### src/rtl/operand_fetch_stage.sv
// operand_fetch_stage: MIPS decode/operand fetch with EX/MEM forwarding, load-use stall
// and a one-entry valid/ready output register feeding execute.
module operand_fetch_stage #(
   parameter logic NOP_ON_UNKNOWN = 1'b1
) (
   input  logic        clock,
   input  logic        reset,
   input  logic        in_valid,
   output logic        in_ready,
   input  logic [31:0] in_instruction,
   input  logic [31:0] in_pc,
   output logic        read_enable_a,
   output logic [4:0]  read_address_a,
   input  logic [31:0] read_data_a,
   output logic        read_enable_b,
   output logic [4:0]  read_address_b,
   input  logic [31:0] read_data_b,
   input  logic        ex_write_enable,
   input  logic [4:0]  ex_write_address,
   input  logic [31:0] ex_write_data,
   input  logic        ex_is_load,
   input  logic        mem_write_enable,
   input  logic [4:0]  mem_write_address,
   input  logic [31:0] mem_write_data,
   input  logic        flush,
   output logic        out_valid,
   input  logic        out_ready,
   output logic [31:0] out_pc,
   output logic [5:0]  out_opcode,
   output logic [5:0]  out_funct,
   output logic [31:0] out_operand_a,
   output logic [31:0] out_operand_b,
   output logic [31:0] out_store_data,
   output logic        out_write_enable,
   output logic [4:0]  out_write_address,
   output logic        out_is_load
);
   logic [5:0]  w_op;
   logic [4:0]  w_rs, w_rt, w_rd, w_dest, w_waddr;
   logic [15:0] w_imm;
   logic        w_is_r, w_is_log, w_is_addiu, w_is_lui, w_is_lw, w_is_sw, w_known;
   logic        w_use_a, w_use_b, w_ld_hit_a, w_ld_hit_b, w_stall, w_load, w_we;
   logic [31:0] w_src_a, w_src_b, w_op_a, w_op_b, w_store;
   logic [5:0]  w_funct;

   logic        r_valid, r_we, r_is_load;
   logic [31:0] r_pc, r_a, r_b, r_store;
   logic [5:0]  r_opcode, r_funct;
   logic [4:0]  r_waddr;

   assign w_op  = in_instruction[31:26];
   assign w_rs  = in_instruction[25:21];
   assign w_rt  = in_instruction[20:16];
   assign w_rd  = in_instruction[15:11];
   assign w_imm = in_instruction[15:0];

   assign w_is_r     = w_op == 6'h00;
   assign w_is_log   = w_op == 6'h0C || w_op == 6'h0D || w_op == 6'h0E;
   assign w_is_addiu = w_op == 6'h09;
   assign w_is_lui   = w_op == 6'h0F;
   assign w_is_lw    = w_op == 6'h23;
   assign w_is_sw    = w_op == 6'h2B;
   assign w_known    = w_is_r | w_is_log | w_is_addiu | w_is_lui | w_is_lw | w_is_sw;

   assign w_use_a = in_valid & (w_is_r | w_is_log | w_is_addiu | w_is_lw | w_is_sw);
   assign w_use_b = in_valid & (w_is_r | w_is_sw);

   assign read_enable_a  = w_use_a;
   assign read_address_a = w_rs;
   assign read_enable_b  = w_use_b;
   assign read_address_b = w_rt;

   // A pending load in EX cannot forward; it falls through to MEM/regfile and the stall covers it.
   assign w_src_a = (w_rs == 5'd0) ? 32'd0 :
                    (ex_write_enable && !ex_is_load && ex_write_address == w_rs) ? ex_write_data :
                    (mem_write_enable && mem_write_address == w_rs) ? mem_write_data : read_data_a;
   assign w_src_b = (w_rt == 5'd0) ? 32'd0 :
                    (ex_write_enable && !ex_is_load && ex_write_address == w_rt) ? ex_write_data :
                    (mem_write_enable && mem_write_address == w_rt) ? mem_write_data : read_data_b;

   assign w_ld_hit_a = w_use_a && ex_is_load && ex_write_enable && ex_write_address != 5'd0 && ex_write_address == w_rs;
   assign w_ld_hit_b = w_use_b && ex_is_load && ex_write_enable && ex_write_address != 5'd0 && ex_write_address == w_rt;
   assign w_stall    = w_ld_hit_a | w_ld_hit_b;

   assign in_ready = flush | ((!r_valid | out_ready) & !w_stall);
   assign w_load   = in_valid & in_ready & !flush & (w_known | NOP_ON_UNKNOWN);

   assign w_op_a  = (w_is_lui | !w_known) ? 32'd0 : w_src_a;
   assign w_op_b  = w_is_r ? w_src_b :
                    w_is_log ? {16'd0, w_imm} :
                    (w_is_addiu | w_is_lw | w_is_sw) ? {{16{w_imm[15]}}, w_imm} :
                    w_is_lui ? {w_imm, 16'd0} : 32'd0;
   assign w_store = w_is_sw ? w_src_b : 32'd0;
   assign w_dest  = w_is_r ? w_rd : w_rt;
   assign w_we    = (w_is_r | w_is_log | w_is_addiu | w_is_lui | w_is_lw) && w_dest != 5'd0;
   assign w_waddr = w_we ? w_dest : 5'd0;
   assign w_funct = w_is_r ? in_instruction[5:0] : 6'd0;

   always_ff @(posedge clock or negedge reset) begin
      if (!reset) begin
         r_valid   <= 1'b0;
         r_pc      <= 32'd0;
         r_opcode  <= 6'd0;
         r_funct   <= 6'd0;
         r_a       <= 32'd0;
         r_b       <= 32'd0;
         r_store   <= 32'd0;
         r_we      <= 1'b0;
         r_waddr   <= 5'd0;
         r_is_load <= 1'b0;
      end else if (flush) begin
         r_valid <= 1'b0;
      end else if (w_load) begin
         r_valid   <= 1'b1;
         r_pc      <= in_pc;
         r_opcode  <= w_op;
         r_funct   <= w_funct;
         r_a       <= w_op_a;
         r_b       <= w_op_b;
         r_store   <= w_store;
         r_we      <= w_we;
         r_waddr   <= w_waddr;
         r_is_load <= w_is_lw;
      end else if (out_ready) begin
         r_valid <= 1'b0;
      end
   end

   assign out_valid         = r_valid;
   assign out_pc            = r_pc;
   assign out_opcode        = r_opcode;
   assign out_funct         = r_funct;
   assign out_operand_a     = r_a;
   assign out_operand_b     = r_b;
   assign out_store_data    = r_store;
   assign out_write_enable  = r_we;
   assign out_write_address = r_waddr;
   assign out_is_load       = r_is_load;
endmodule
### config.mk
export PLATFORM = sky130hd
export DESIGN_NAME = operand_fetch_stage
export DESIGN_NICKNAME = d
export VERILOG_FILES = /design/src/rtl/operand_fetch_stage.sv
export SDC_FILE = /design/constraint.sdc
export NUM_CORES = 1
export LEC_CHECK = 0
export BUFFER_PORTS_ARGS = -buffer_cell sky130_fd_sc_hd__buf_2
export CAP_MARGIN = 20
export CORE_MARGIN = 2
export CORE_UTILIZATION = 36
export CTS_CLUSTER_DIAMETER = 50
export DETAILED_ROUTE_END_ITERATION = 8
export MAX_ROUTING_LAYER = met4
export PLACE_DENSITY = 0.72
export SLEW_MARGIN = 0
export SYNTH_ARGS = -nofsm -noshare
export SYNTH_HDL_FRONTEND = slang
export SYNTH_SLANG_ARGS = --single-unit
### constraint.sdc
create_clock -name clock -period 2.6 [get_ports clock]
set_input_delay 0.52 -clock clock [delete_from_list [all_inputs] [get_ports clock]]
set_output_delay 0.52 -clock clock [all_outputs]
set_load 0.01 [all_outputs]
# Word level (Yosys, flattened, before mapping)
# Index checks and enable logic that the tools add are counted.
# op_classes
eq_ne	11
mux	18
bitwise_logic	20
reduce_logical	28
# op_table
op	n
two-way mux 32 bit	12
== test 6 x 4 -> 1 bit (second input constant)	5
== test 5 bit	4
logical AND 1 bit	14
bitwise OR 1 bit	14
== test 6 bit (second input constant)	2
logical NOT 5 bit	2
two-way mux 5 bit	2
nonzero test 5 bit	2
logical NOT 6 bit	1
two-way mux 6 bit	1
bitwise AND 1 bit	5
logical NOT 1 bit	5
two-way mux 1 bit	3
nonzero test 3 bit	1
logical OR 1 bit	2
AND reduction 2 bit	1
inverter 1 bit	1
# word_totals
register_bits	148
output_inout_bits	161

# Logic depth before layout (Yosys ltp)
# depth
depth_word	20
ltp_mapped	10
depth_no_buf	6

# Worst setup path after synthesis
# Ideal clock, no wire load.
# synth_timing
kind	input -> register
from	in in_instruction[31]
to	reg r_opcode[0], in the netlist out_opcode[0]
setup_ns	0.127
arrival_ns	2.526
t_required_ns	2.473
setup_slack_ns	-0.054
stages	8
path_buffers	3
cell_sequence	buf_2 -> or4_1 -> a21o_1 -> o41ai_2 -> a2111o_2 -> buf_6 -> buf_6 -> mux2_1
# synth_between
elab_chain_len	19
# synth_rtl
element	line	text
from (decl)	10	input logic [31:0] in_instruction,
== test 6 x 4 -> 1 bit	58	assign w_is_log = w_op == 6'h0C || w_op == 6'h0D || w_op == 6'h0E;
logical OR 1 bit (2 in a row)	58	
bitwise OR 1 bit (4 in a row)	65	assign w_use_a = in_valid & (w_is_r | w_is_log | w_is_addiu | w_is_lw | w_is_sw);
bitwise AND 1 bit	65	
logical AND 1 bit (4 in a row)	81	assign w_ld_hit_a = w_use_a && ex_is_load && ex_write_enable && ex_write_address != 5'd0 && ex_write_address = ...
bitwise OR 1 bit *	83	assign w_stall = w_ld_hit_a | w_ld_hit_b;
logical NOT 1 bit *	85	assign in_ready = flush | ((!r_valid | out_ready) & !w_stall);
bitwise AND 1 bit *	85	
bitwise OR 1 bit *	85	
bitwise AND 1 bit * (2 in a row)	86	assign w_load = in_valid & in_ready & !flush & (w_known | NOP_ON_UNKNOWN);
AND reduction 2 bit (no source line) *	-	
to (signal assigned)	116	r_opcode <= w_op;
to (decl)	48	logic [5:0] r_opcode, r_funct;
# Mark *: on every way between the ends. The rest lies on a longest branch, timed or not.
# A chain may end at the register's enable or synchronous reset.

# Final worst setup path
# layout_timing
from	in in_instruction[29]
to	out in_ready
# layout_between
elab_chain_len	16
# layout_rtl
element	line	text
== test 6 x 4 -> 1 bit	58	
logical OR 1 bit (2 in a row)	58	
bitwise OR 1 bit (4 in a row)	65	
bitwise AND 1 bit	65	
logical AND 1 bit (4 in a row)	81	
bitwise OR 1 bit *	83	
logical NOT 1 bit *	85	
bitwise AND 1 bit *	85	
bitwise OR 1 bit *	85	
to (decl)	9	output logic in_ready,
# Marks and branches as above.

==> impl_metrics.env <==
export IMPL_p_per_area_mw_per_mm2=557.2
export IMPL_hold_viol_final=0
export IMPL_synthesis_nets=1093
export IMPL_drtAntennaViolNets=0
export IMPL_highest_layer="met4"
export IMPL_grt_usage_pct=28.41
export IMPL_critPathCaptureType="output port"
export IMPL_m1WireLength_mm=14.61
export IMPL_die_x_um=156.1
export IMPL_synth_top_family_by_area="compound AO/OA/AOI/OAI gates"
export IMPL_routedWlPerCell_um=21.57
export IMPL_synthSimpleGateAreaFrac_pct=16.46
export IMPL_fin_crit_ns=2.511
export IMPL_synthFlopType="dfrtp_1"
export IMPL_max_slew_margin_pct=60.83
export IMPL_wl_met2_mm=16.13
export IMPL_mostFrequentLayoutCell="buf_2"
export IMPL_core_mm2=0.02271
export IMPL_status="complete, no violations"
export IMPL_start_util_pct=36.68
export IMPL_route_detailed_drc=0
export IMPL_wl_met3_mm=2.558
export IMPL_fin_cells=1573
export IMPL_clock_sinks=148
export IMPL_grt_pass1_wl_mm=51.02
export IMPL_num_vias=8662
export IMPL_synth_edff_count=0
export IMPL_final_cell_mix="buf_2, dfrtp_1, nand2_1, nor2_1, mux2_2"
export IMPL_skew_ns=0.008016
export IMPL_leakagePower_nw=5.855
export IMPL_grt_pass1_vias=8685
export IMPL_io_buffers=370
export IMPL_ioPinCount=371
export IMPL_gp_congestion=0.9169
export IMPL_startpoint="in_instruction[29]"
export IMPL_syn_to_final_growth_pct=38.86
export IMPL_nNetsFinal=1480
export IMPL_synthCells=883
export IMPL_drt_iter0_drc=699
export IMPL_critical_path_peak_fanout=5
export IMPL_drive_gt1_share_pct=43.80
export IMPL_grt_max_degree=56
export IMPL_grt_overflow=0
export IMPL_die_h_um=156.1
export IMPL_rows=55
export IMPL_viasPerCell=5.507
export IMPL_ys_seq_elements=148
export IMPL_synth_xor_xnor_area_share_pct=2.103
export IMPL_yosys_warnings=0
export IMPL_synth_cell_types=53
export IMPL_cts_tree="yes"
export IMPL_rsz0062_at_grt="no"
export IMPL_area_sequential_mm2=0.003704
export IMPL_finalSetupViolCount=0
export IMPL_rr_startpoint="out_valid"
export IMPL_dp_slack_ns=-0.04755
export IMPL_cp_required_ns=2.08
export IMPL_clock_latency_ns=0.42
export IMPL_critical_path_class="primary input to output port"
export IMPL_ir_drop_mv=0.4083
export IMPL_yosysSeqAreaShare_pct=44.46
export IMPL_layout_setup_ws_ns=0.08917
export IMPL_synth_mux_area_share_pct=9.944
export IMPL_hpwl_mm=26.74
export IMPL_dr_pass1_iters=5
export IMPL_cts_root_buf="clkbuf_16"
export IMPL_antenna_found_initial=5
export IMPL_fmax_mhz=398.3
export IMPL_synthesis_area_mm2=0.008329
export IMPL_fp_dieArea_mm2=0.02437
export IMPL_synth_fa_ha_area_share_pct=0
export IMPL_critPathArrivalTime_ns=1.99
export IMPL_ys_async_sr_fraction_pct=100.0
export IMPL_multi_input_area_mm2=0.004113
export IMPL_path_clk_slew_ns=0.07
export IMPL_htreeDepth=4
export IMPL_maxCapViolations=0
export IMPL_worst_setup_path_start_kind="primary input"
export IMPL_hold_path_class="primary input to async pin"
export IMPL_cts_max_path_buffers=2
export IMPL_finalMaxSlewViolations=0
export IMPL_cts_buffers=17
export IMPL_dp_cells=1536
export IMPL_wirelength_mm=33.93
export IMPL_synth_compound_area_share_pct=20.31
export IMPL_period_share_pct=96.57
export IMPL_postSynthAreaPerCell_um2=9.433
export IMPL_tightest_slew_ns=0.5876
export IMPL_nFillCells=2162
-- cell type report --
class	instances	area share [%]
well taps	285	3.083
clock buffers	17	3.678
diodes	5	0.1082
inverters	15	0.4868
repair buffers	452	23.66
clock inverters	15	1.406
multi-input cells	636	35.56
flip-flops and latches	148	32.02
-- report_power, final --
part	switching, W	internal [W]
logic	0.000714	0.000601
registers	0.000107	0.00250
clock network	0.00115	0.00137
total	0.00197	0.00447
-- kinds of logic (layout without fill, tap and decap cells) --
group / Yosys count / in the layout
compound gates: 229 / 229
xor+xnor: 20 / 20
buf+inv: 99 / 499
flops: 148 / 148
mux: 74 / 74
other cells: 0 / 5
simple gates: 313 / 313
-- registers in the layout, indices dropped and copies added, names as in the netlist --
register,cells
out_valid,1
out_is_load,1
out_operand_b,32
out_write_enable,1
out_pc,32
out_opcode,6
out_write_address,5
out_funct,6
out_operand_a,32
out_store_data,32
-- through the flow --
step           utilization (%)  TNS, ns  hold WS, ns  cell area (µm²)  total power [W]
2_1_floorplan                -        0       0.2244             8329         0.003248
3_3_place_gp             48.20  -0.2968       0.4526            10950         0.003939
3_5_place_dp             48.20   -1.599       0.4599            10950         0.003960
4_1_cts                  50.79        0      0.06653            11530         0.006475
5_1_grt                  50.93        0      0.07288            11570         0.006720
6_report                 50.93        0      0.04477            11570         0.006445
-- worst max-delay path, cell delays in order --
cell	delay [ns]
buf_2	0.12
or4_1	0.50
a21o_1	0.23
o41ai_4	0.24
buf_4	0.16
o21bai_1	0.07
buf_2	0.15
-- cells in the mapped netlist, drive strengths merged (6+ instances only) --
cell type / n / area (µm²)
and3: 10 / 62.56
a211oi: 10 / 75.07
o31ai: 13 / 97.59
xnor2: 14 / 122.6
inv: 15 / 56.30
mux2: 70 / 788.3
a311oi: 9 / 96.35
o211ai: 8 / 60.06
a2111oi: 14 / 122.6
buf: 43 / 349.1
nor2: 99 / 371.6
a21oi: 46 / 230.2
a21o: 15 / 112.6
or3: 9 / 56.30
nand2: 139 / 521.8
nand2b: 17 / 106.4
o41ai: 45 / 401.6
o21ai: 28 / 140.1
xor2: 6 / 52.55
a211o: 8 / 70.07
clkbuf: 41 / 153.9
nor3: 8 / 45.04
a32oi: 6 / 52.55
o31a: 18 / 157.7
dfrtp: 148 / 3704
nor2b: 9 / 56.30
-- per-layer routing --
| layer | vias to the layer above | global-route usage, % |
|---|---|---|
| met2 | 437 | 45.03 |
| met4 | 0 | 7.165 |
| met1 | 4224 | 37.23 |
| met3 | 52 | 6.083 |
| li1 | 3949 | - |
| met5 | - | - |
-- timing repair --
| action | 4_1_cts | 5_1_grt |
|---|---|---|
| setup endpoints to repair | 0 | 1 |
| hold buffers | 0 | 0 |
| setup buffers | 0 | 0 |
| gates resized for setup | 0 | 4 |
-- final timing paths --
check	slack, ns	cells after the start	to
max	0.09	7	in_ready
min	0.04	1	out_pc[12]
max reg2reg	0.49	8	out_store_data[24]
min reg2reg	0.47	2	out_write_address[0]
max in group asynchronous	1.82	2	out_store_data[30]
min in group clock	0.31	2	out_pc[30]
No activity file was read; power rests on OpenSTA's default activity.
